[config.mk]
export PLATFORM = sky130hd
export DESIGN_NAME = pc_sequencer
export DESIGN_NICKNAME = d
export VERILOG_FILES = /design/src/rtl/pc_sequencer_pkg.sv /design/src/rtl/pc_src_mux.sv /design/src/rtl/pc_sequencer.sv
export SDC_FILE = /design/constraint.sdc
export NUM_CORES = 1
export LEC_CHECK = 0
export BUFFER_PORTS_ARGS = -buffer_cell sky130_fd_sc_hd__clkbuf_2
export CELL_PAD_IN_SITES_DETAIL_PLACEMENT = 0
export CELL_PAD_IN_SITES_GLOBAL_PLACEMENT = 1
export CORE_MARGIN = 1
export CORE_UTILIZATION = 28
export CTS_CLUSTER_DIAMETER = 50
export DETAILED_ROUTE_END_ITERATION = 8
export PLACE_DENSITY_LB_ADDON = 0.25
export SYNTH_ARGS = -nofsm -noshare
export SYNTH_HDL_FRONTEND = slang
export SYNTH_SLANG_ARGS = --single-unit
[constraint.sdc]
create_clock -name clk -period 2.34 [get_ports clk]
set_input_delay 0.234 -clock clk [delete_from_list [all_inputs] [get_ports clk]]
set_output_delay 0.234 -clock clk [all_outputs]
set_load 0.02 [all_outputs]
[src/rtl/pc_sequencer_pkg.sv]
// Shared types and constants for the PC sequencer: FSM state encoding, source-select width
// and default reset/exception addresses.
package pc_sequencer_pkg;

  localparam int unsigned SEL_W = 4;

  localparam logic [31:0] DEFAULT_EXC_VECTOR = 32'h0000_00FC;
  localparam logic [31:0] DEFAULT_RESET_PC   = 32'h0000_0000;

  typedef enum logic [1:0] {
    IDLE     = 2'd0,
    EXC_SAVE = 2'd1,
    EXC_VEC  = 2'd2
  } pc_state_e;

endpackage

[src/rtl/pc_src_mux.sv]
// Combinational N-input PC source selector; an out-of-range index yields zero and drops valid_o.
module pc_src_mux
  import pc_sequencer_pkg::*;
#(
  parameter int unsigned WIDTH = 32,
  parameter int unsigned NSRC  = 6
) (
  input  logic [SEL_W-1:0]      sel_i,
  input  logic [NSRC*WIDTH-1:0] data_i,
  output logic [WIDTH-1:0]      data_o,
  output logic                  valid_o
);

  always_comb begin
    data_o  = '0;
    valid_o = 1'b0;
    for (int unsigned i = 0; i < NSRC; i++) begin
      if (sel_i == SEL_W'(i)) begin
        data_o  = data_i[i*WIDTH +: WIDTH];
        valid_o = 1'b1;
      end
    end
  end

endmodule

[src/rtl/pc_sequencer.sv]
// Program-counter sequencer with a three-state exception entry FSM (IDLE -> EXC_SAVE -> EXC_VEC).
// Optional target alignment checking is enabled by defining PC_ALIGN_CHECK_EN.
module pc_sequencer
  import pc_sequencer_pkg::*;
#(
  parameter int unsigned      WIDTH      = 32,
  parameter int unsigned      NSRC       = 6,
  parameter logic [WIDTH-1:0] RESET_PC   = WIDTH'(DEFAULT_RESET_PC),
  parameter logic [WIDTH-1:0] EXC_VECTOR = WIDTH'(DEFAULT_EXC_VECTOR)
) (
  input  logic                  clk,
  input  logic                  reset_n,
  input  logic                  pc_write,
  input  logic [SEL_W-1:0]      src_sel,
  input  logic [NSRC*WIDTH-1:0] src_data,
  input  logic                  exc_req,
  input  logic                  eret,
  output logic [WIDTH-1:0]      pc_out,
  output logic [WIDTH-1:0]      pc_next,
  output logic [WIDTH-1:0]      epc_out,
  output logic                  exc_busy,
  output logic                  sel_fault,
  output logic                  align_fault
);

  if (NSRC < 2 || NSRC > 16) begin : gen_nsrc_check
    $error("pc_sequencer: NSRC must be in 2..16");
  end

  pc_state_e        state_q, state_d;
  logic [WIDTH-1:0] pc_q, pc_d;
  logic [WIDTH-1:0] epc_q, epc_d;
  logic             sel_fault_q, sel_fault_d;
  logic             sel_valid;
  logic             idle;
  logic             align_trip;

  pc_src_mux #(
    .WIDTH (WIDTH),
    .NSRC  (NSRC)
  ) u_src_mux (
    .sel_i   (src_sel),
    .data_i  (src_data),
    .data_o  (pc_next),
    .valid_o (sel_valid)
  );

  assign idle = (state_q == IDLE);

`ifdef PC_ALIGN_CHECK_EN
  logic align_fault_q;

  // Mirrors the IDLE priority: exc_req masks everything, eret masks pc_write, and a bad
  // select index is reported as sel_fault rather than an alignment exception.
  assign align_trip = idle && !exc_req &&
                      (eret ? (epc_q[1:0] != 2'b00)
                            : (pc_write && sel_valid && (pc_next[1:0] != 2'b00)));

  always_ff @(posedge clk) begin
    if (!reset_n) begin
      align_fault_q <= 1'b0;
    end else begin
      align_fault_q <= align_trip;
    end
  end

  assign align_fault = align_fault_q;
`else
  assign align_trip  = 1'b0;
  assign align_fault = 1'b0;
`endif

  always_comb begin
    state_d     = state_q;
    pc_d        = pc_q;
    epc_d       = epc_q;
    sel_fault_d = 1'b0;
    case (state_q)
      IDLE: begin
        if (exc_req || align_trip) begin
          state_d = EXC_SAVE;
        end else if (eret) begin
          pc_d = epc_q;
        end else if (pc_write) begin
          if (sel_valid) begin
            pc_d = pc_next;
          end else begin
            sel_fault_d = 1'b1;
          end
        end
      end
      EXC_SAVE: begin
        epc_d   = pc_q;
        state_d = EXC_VEC;
      end
      EXC_VEC: begin
        pc_d    = EXC_VECTOR;
        state_d = IDLE;
      end
      default: begin
        state_d = IDLE;
      end
    endcase
  end

  always_ff @(posedge clk) begin
    if (!reset_n) begin
      state_q     <= IDLE;
      pc_q        <= RESET_PC;
      epc_q       <= '0;
      sel_fault_q <= 1'b0;
    end else begin
      state_q     <= state_d;
      pc_q        <= pc_d;
      epc_q       <= epc_d;
      sel_fault_q <= sel_fault_d;
    end
  end

  assign pc_out    = pc_q;
  assign epc_out   = epc_q;
  assign exc_busy  = (state_q == EXC_SAVE) || (state_q == EXC_VEC);
  assign sel_fault = sel_fault_q;

endmodule

**After elaboration in Yosys (flattened, before gate mapping)**

Index checks and enable logic that the tools add are counted.

- Bitwise operators: 3
- Reduce and logical (&&, ||, !) cells: 6
- Mux-type cells: 20
- Equality and inequality tests: 11

Operators by type and width:

| operator | count |
|---|---|
| 32-bit 2-to-1 mux | 10 |
| 32-bit one-hot mux with 2 select lines | 1 |
| 4-bit by 2-bit == test with 1-bit output (second input constant) | 2 |
| 4-bit by 3-bit == test with 1-bit output (second input constant) | 2 |
| 1-bit 2-to-1 mux | 7 |
| 3-bit != test (second input constant) | 2 |
| 5-bit OR reduction | 1 |
| 4-bit by 1-bit == test with 1-bit output (second input constant) | 1 |
| 4-bit logical NOT | 1 |
| 2-bit != test (second input constant) | 2 |
| 2-bit one-hot mux with 2 select lines | 1 |
| 4-bit AND reduction | 1 |
| 1-bit inverter | 3 |
| 2-bit by 1-bit == test with 1-bit output (second input constant) | 1 |
| 2-bit == test (second input constant) | 1 |
| 2-bit logical NOT | 1 |
| 2-bit 2-to-1 mux | 1 |
| 2-bit nonzero test | 1 |
| 1-bit logical OR | 1 |

- Bits in registers: 67
- Output and inout bits: 99
- Bits of input ports: 201

**Depth between registers and ports, before layout**

Gate-level depths: netlist of run 1.

- Word-level depth: 12
- Gate-level depth with buffers: 8
- Depth with buffers taken out: 7

**Hierarchy**

A second synthesis of run 1 with hierarchy kept.

- Cells, all modules: 546
- Area total of the unflattened synthesis: 4916.0 um^2

By module, submodules not included:

| module | area an instance (um^2) | sequential area each (um^2) | times used | cells each |
|---|---|---|---|---|
| pc_sequencer | 3134.3 | 1341.3 | 1 | 297 |
| pc_src_mux | 1781.7 | 0.0 | 1 | 249 |

**Worst setup path before layout of run 1**

OpenSTA, ideal clock, no wires.

- Kind: input port to output port
- Start: input port src_sel[0]
- End: output port pc_next[22]
- Slack: 0.465 ns
- Stages on the path: 7
- Arrival time: 1.641 ns
- Path through: buf_2 > buf_4 > buf_4 > nand3_1 > clkbuf_1 > nor2_1 > a31oi_1

- Word-level cells in the longest chain between the ends: 7

RTL lines:

| item | line | RTL |
|---|---|---|
| start, declared | pc_sequencer.sv:14 | `input logic [SEL_W-1:0] src_sel,` |
| 4-bit logical NOT | pc_src_mux.sv:18 | `if (sel_i == SEL_W'(i)) begin` |
| 32-bit 2-to-1 mux (5 in a row) | pc_src_mux.sv:18 |  |
| 32-bit 2-to-1 mux (*) | pc_src_mux.sv:18 |  |
| end, declared | pc_sequencer.sv:19 | `output logic [WIDTH-1:0] pc_next,` |

Every way passes the cells marked *; elsewhere a longest branch is shown, timed or not.

**Worst setup path after layout of run 1**

- Start: input port src_sel[0]
- End: output port pc_next[29]

The elaborated chain is that of the path after synthesis.

==> impl_metrics.py, run 1 <==
metrics = {
    "clock_tree": {
        "cts_tree": "built",
        "htreeDepth": 3,
        "cts.hold.buffers_added": 0,
        "clock_path_buffers": 2,
        "cts_resized": 0,
        "cts.clk_slew.worst_paths_ps": 60,
        "clkLatencyLatePin_ps": 330,
        "root_buffer": "clkbuf_16",
        "cts_setup_buffers": 0,
        "cts_sinks": 67,
        "cts_buffers": 9,
    },
    "synth": {
        "syn_inst": 595,
        "avgSynthCellArea_um2": 7.56,
        "synth_most_common_cell": "dfxtp_1",
        "synth_seq_area_share_pct": 29.8,
        "synth_commonest_cells": "67 x dfxtp_1, 63 x mux2i_1, 53 x nor2_1",
        "netlist_area_um2": 4500,
        "synth_edf_count": 0,
        "synth_seq_cells": 67,
        "ys_warn_count": 0,
        "synth_top_area_cell": "dfxtp_1",
        "synth_ff_type": "dfxtp_1",
        "synth_top_area_share_pct": 29.8,
        "ys_types": 40,
        "ys_top_cells_by_area": "dfxtp_1 30%, mux2i_1 14%, nor2b_1 4.7%, o21ai_1 4.6%, o21ai_0 4.4%",
        "synth.net_count": 800,
        "async_reset_ff_share_pct": 0,
    },
    "floorplanning": {
        "die_area_um2": 16600,
        "dieHeight_um": 129,
        "fp.dieW_um": 129,
        "io_pins": 300,
        "initial_utilization_pct": 29.2,
        "fp-row-count": 45,
        "core_region_area_um2": 15400,
    },
    "final_layout": {
        "stdcell_count": 1100,
        "multiInputGateArea_um2": 2810,
        "design.final.nets": 1089,
        "seqCellArea_um2": 1340,
        "diodes": 0,
        "area_growth_pct": 47.0,
        "fillers": 1685,
        "drive_above_1_share_pct": 40.3,
        "fin_util_pct": 42.9,
    },
    "setup_path": {
        "cp.required_ps": 2110,
        "worst_path_most_repeated_cell": "buf_4",
        "rr_startpoint": "state_q[1]",
        "worst_path_dominant_cell_family": "buffers and inverters",
        "crit_chain": "buf_4 > buf_4 > buf_4 > o21ai_0 > a31oi_1 > o21a_1 > inv_1 > clkbuf_2",
        "rr_worst_depth": 8,
        "crit_arrival_ps": 1870,
        "max_stage_delay_ps": 340,
        "worst_path_max_delay_cell": "buf_4",
        "cp_max_fo": 31,
        "timing.critical_path.buf_inv": 5,
        "end_kind": "primary output",
        "critPathKind": "input pin to primary output",
        "rr_endpoint": "pc_out[25]",
        "start_kind": "input pin",
        "r2r_setup_slack_ps": 400,
    },
    "sta": {
        "period_needed_ps": 2100,
        "max_freq_mhz": 475,
        "rsz0062_at_grt": "no",
        "maxSlewHeadroom_pct": 58.5,
        "fin_skew_ps": 4.95,
        "hold_viol": 0,
        "finalCritPeriodShare_pct": 89.9,
        "slew_viol_final": 0,
        "finalSetupViolations": 0,
        "hold_slack_ps": 160,
        "setup_tns_ps": 0,
        "tightest_slew_ps": 622,
    },
    "global_route": {
        "grt_pass1_wl_mm": 27.0,
        "grt_max_degree": 44,
        "grt_overflow": 0,
        "antenna_found_initial": 0,
        "grt_pass1_vias": 5099,
        "grt_util_all_layers_pct": 21.1,
    },
    "route": {
        "routed_wl_mm": 18.1,
        "drt-pass1-iter-count": 4,
        "detail-route-antenna-nets": 0,
        "drt_iter0_markers": 205,
        "via_per_inst": 4.77,
        "drc": 0,
        "vias": 5248,
        "wire_per_inst_um": 16.4,
    },
    "placement": {
        "dp_cells": 1084,
        "io_buffers": 298,
        "dpl.hpwl_mm": 14.3,
        "gp_congestion": 0.803,
    },
    "power_and_ir_drop": {
        "p_leak_nw": 3.32,
        "switching_share_pct": 29.6,
        "pwr-share-seq_pct": 33.6,
        "powerDensity_nw_per_um2": 540,
        "report.power.total_mw": 3.57,
        "power.net_switching_mw": 1.06,
        "ir_worst_vdd_mv": 0.358,
        "power.internal_mw": 2.51,
        "p_clk_share_pct": 41.1,
        "p_comb_share_pct": 25.3,
    },
    "min_path": {
        "hold_start": "exc_req",
        "worstHoldPathCells": 2,
        "holdCritPathClass": "input pin to flop",
        "min_to": "sel_fault",
    },
    "flow_run": {
        "cap_violations": 0,
    },
    "run_status": {
        "status": "complete, no violations",
    },
}
worst max-delay path by stage:
stage          startpoint          end  slack [ps]  depth (start not counted)
3_5_place_dp   state_q[1]   pc_out[25]          90                          8
4_1_cts        state_q[1]   pc_out[25]          70                          8
5_1_grt        src_sel[0]  pc_next[29]         120                          8
3_3_place_gp   state_q[1]   pc_out[22]         120                          8
6_report       src_sel[0]  pc_next[29]         240                          8
2_1_floorplan  src_sel[0]  pc_next[22]         470                          7
stage by stage:
step / instance area [µm²] / worst slack [ps]
global route: 6610 / 122
finish: 6610 / 235
floorplan: 4500 / 465
detailed placement: 6280 / 92.3
global placement: 6280 / 120
CTS: 6600 / 72.8
cells by family after synthesis:
family,Yosys count,share of synthesized area (%)
AOI/OAI and AO/OA,187,26.4
and+or+nand+nor,178,19.2
buffers and inverters,90,8.17
muxes,68,15.3
DFF,67,29.8
adders and majority gates,4,1.11
other,1,0.0833
state kept, by name (all words and copies together), names as in the netlist:
| register | cells |
|---|---|
| state_q | 2 |
| epc_out | 32 |
| pc_out | 32 |
| sel_fault | 1 |
routing by layer:
layer,global-route usage (%),vias to the layer above,routed length [µm]
met5,0,-,0
met4,4.57,0,195
met3,5.70,11,1320
met2,38.8,207,9100
met1,24.4,2361,7450
li1,-,2669,-
cells in the final DEF, fill, tap and decap left out, types with 2 or more instances in the layout:
cell / synthesis / layout
a222oi_1: 5 / 5
o22a_1: 6 / 6
bufinv_16: 0 / 2
inv_6: 0 / 2
nand2_1: 46 / 46
buf_12: 0 / 2
nor2_2: 2 / 3
a21oi_1: 19 / 19
inv_1: 44 / 44
o221a_2: 6 / 6
dfxtp_1: 67 / 67
clkbuf_2: 0 / 297
and3_1: 8 / 8
nand3_1: 5 / 5
a31oi_1: 20 / 20
o21ai_0: 40 / 40
a22oi_1: 21 / 21
nor2b_1: 34 / 34
nand2b_1: 16 / 16
buf_4: 3 / 24
ha_1: 4 / 3
o21ai_1: 41 / 41
mux2_2: 5 / 5
nor3_1: 6 / 6
clkbuf_16: 0 / 9
mux2i_1: 63 / 63
and2_1: 2 / 2
o221ai_1: 5 / 5
o21a_1: 21 / 21
nor2_1: 53 / 52
worst register-to-register path: stages (launching register included):
cell       delay [ps]
dfxtp_1           330
inv_1              80
ha_1              160
nor2b_1           240
nand2_1           130
o2bb2ai_4         540
buf_4             250
nand2_1            60
o21ai_1            80
final cells by class:
class | count | share of cell area, %
multi-input combinational | 438 | 42.5
timing repair buffer | 323 | 25.8
sequential | 67 | 20.3
tap | 211 | 3.99
clock buffer | 9 | 3.41
inverter | 45 | 2.55
clock inverter | 7 | 1.49
power groups by stage:
stage	registers (mW)	logic, mW	clock network [mW]
6_report	1.20	0.904	1.47
5_1_grt	1.20	0.984	1.56
4_1_cts	1.20	0.910	1.50
3_5_place_dp	1.22	0.907	0
3_3_place_gp	1.22	0.909	0
2_1_floorplan	1.25	0.478	0
Power figures use the tool's default switching activity.
==> run 2, diff against run 1 <==
MAX_ROUTING_LAYER = met4   (was unset)
==> impl_metrics.py, run 2 (synthesized netlist as in run 1, its figures left out) <==
metrics = {
    "sta": {
        "slew_viol_final": 0,
        "rsz0062_at_grt": "no",
        "hold_viol": 0,
        "tightest_slew_ps": 633,
        "setup_tns_ps": 0,
        "max_freq_mhz": 475,
        "hold_slack_ps": 162,
        "maxSlewHeadroom_pct": 57.7,
        "period_needed_ps": 2110,
        "finalCritPeriodShare_pct": 90.0,
        "fin_skew_ps": 4.97,
        "finalSetupViolations": 0,
    },
    "setup_path": {
        "max_stage_delay_ps": 340,
        "timing.critical_path.buf_inv": 5,
        "worst_path_max_delay_cell": "buf_4",
        "worst_path_most_repeated_cell": "buf_4",
        "cp.depth": 8,
        "crit_arrival_ps": 1870,
        "cp.required_ps": 2110,
        "start_kind": "input pin",
        "rr_endpoint": "pc_out[25]",
        "crit_chain": "buf_4 > buf_4 > buf_4 > o21ai_0 > a31oi_1 > o21a_1 > inv_1 > clkbuf_2",
        "crit_end": "pc_next[29]",
        "cp_max_fo": 31,
        "end_kind": "primary output",
        "rr_startpoint": "state_q[1]",
        "rr_worst_depth": 8,
        "r2r_setup_slack_ps": 380,
        "critPathKind": "input pin to primary output",
        "startpoint": "src_sel[0]",
        "worst_path_dominant_cell_family": "buffers and inverters",
    },
    "clock_tree": {
        "root_buffer": "clkbuf_16",
        "cts_sinks": 67,
        "cts.clk_slew.worst_paths_ps": 60,
        "cts_buffers": 9,
        "clkLatencyLatePin_ps": 330,
        "htreeDepth": 3,
        "clock_path_buffers": 2,
        "cts_tree": "built",
    },
    "power_and_ir_drop": {
        "switching_share_pct": 29.7,
        "power.net_switching_mw": 1.06,
        "ir_worst_vdd_mv": 0.359,
        "pwr-share-seq_pct": 33.5,
        "p_leak_nw": 3.32,
        "p_comb_share_pct": 25.3,
        "p_clk_share_pct": 41.2,
        "powerDensity_nw_per_um2": 541,
        "report.power.total_mw": 3.58,
        "power.internal_mw": 2.51,
    },
    "route": {
        "routed_wl_mm": 18.1,
        "wl_met2_mm": 9.09,
        "detail-route-antenna-nets": 0,
        "vias": 5249,
        "via_per_inst": 4.77,
        "drc": 0,
        "route.met3.wl_mm": 1.22,
        "wire_per_inst_um": 16.4,
        "drt_iter0_markers": 210,
        "highest_layer": "met4",
        "drt-pass1-iter-count": 4,
        "wl_met1_mm": 7.58,
    },
    "floorplanning": {
        "io_pins": 300,
        "fp-row-count": 45,
        "dieHeight_um": 129,
        "die_area_um2": 16600,
        "initial_utilization_pct": 29.2,
        "fp.dieW_um": 129,
        "core_region_area_um2": 15400,
    },
    "global_route": {
        "antenna_found_initial": 0,
        "grt_pass1_vias": 5097,
        "grt_util_all_layers_pct": 21.9,
        "grt_max_degree": 44,
        "grt_overflow": 0,
        "grt_pass1_wl_mm": 27.0,
    },
    "run_status": {
        "status": "complete, no violations",
    },
    "placement": {
        "dpl.hpwl_mm": 14.3,
        "io_buffers": 298,
        "gp_congestion": 0.815,
    },
    "final_layout": {
        "fillers": 1685,
        "final_cell_mix": "297 x clkbuf_2, 67 x dfxtp_1, 63 x mux2i_1",
        "seqCellArea_um2": 1340,
        "multiInputGateArea_um2": 2810,
        "diodes": 0,
        "area_growth_pct": 47.0,
        "drive_above_1_share_pct": 40.3,
        "final_common_cell": "clkbuf_2",
        "design.final.nets": 1089,
    },
    "min_path": {
        "hold_start": "exc_req",
        "holdCritPathClass": "input pin to flop",
    },
    "flow_run": {
        "cap_violations": 0,
    },
}
## run 2: power by group through the flow
stage / combinational (mW) / clock, mW / sequential [mW]
after floorplan: 0.478 / 0 / 1.25
after global placement: 0.909 / 0 / 1.22
after detailed placement: 0.907 / 0 / 1.22
after CTS: 0.910 / 1.50 / 1.20
after global routing: 0.984 / 1.57 / 1.20
final: 0.905 / 1.47 / 1.20
## run 2: cell type report
| type | count | share of cell area (%) |
|---|---|---|
| well taps | 211 | 3.99 |
| clock inverters | 7 | 1.49 |
| flip-flops and latches | 67 | 20.3 |
| inverters | 45 | 2.55 |
| multi-input cells | 438 | 42.5 |
| clock buffers | 9 | 3.41 |
| repair buffers | 323 | 25.8 |
## run 2: what timing repair did
item	CTS	global route
setup endpoints to repair	0	15
setup buffers	0	0
hold buffers	0	0
gates resized for setup	0	1
## run 2: worst min-delay path by stage
stage,endpoint,depth (start not counted)
after CTS,sel_fault,2
after detailed placement,pc_out[8],2
after global placement,pc_out[8],2
after floorplan,sel_fault,1
final,sel_fault,2
after global routing,sel_fault,2
## run 2: stage by stage
stage	instances	setup slack (ps)	util (%)	instance area, µm²
finish	1100	235	42.9	6610
CTS	1100	72.8	42.8	6600
floorplan	595	465	-	4500
global placement	1084	120	40.7	6280
global route	1100	122	42.9	6610
detailed placement	1084	92.3	40.7	6280
## run 2: layer usage
layer,vias up,global-route usage [%]
li1,2673,-
met1,2356,24.9
met2,209,38.7
met3,11,5.32
met4,0,4.36
met5,-,-
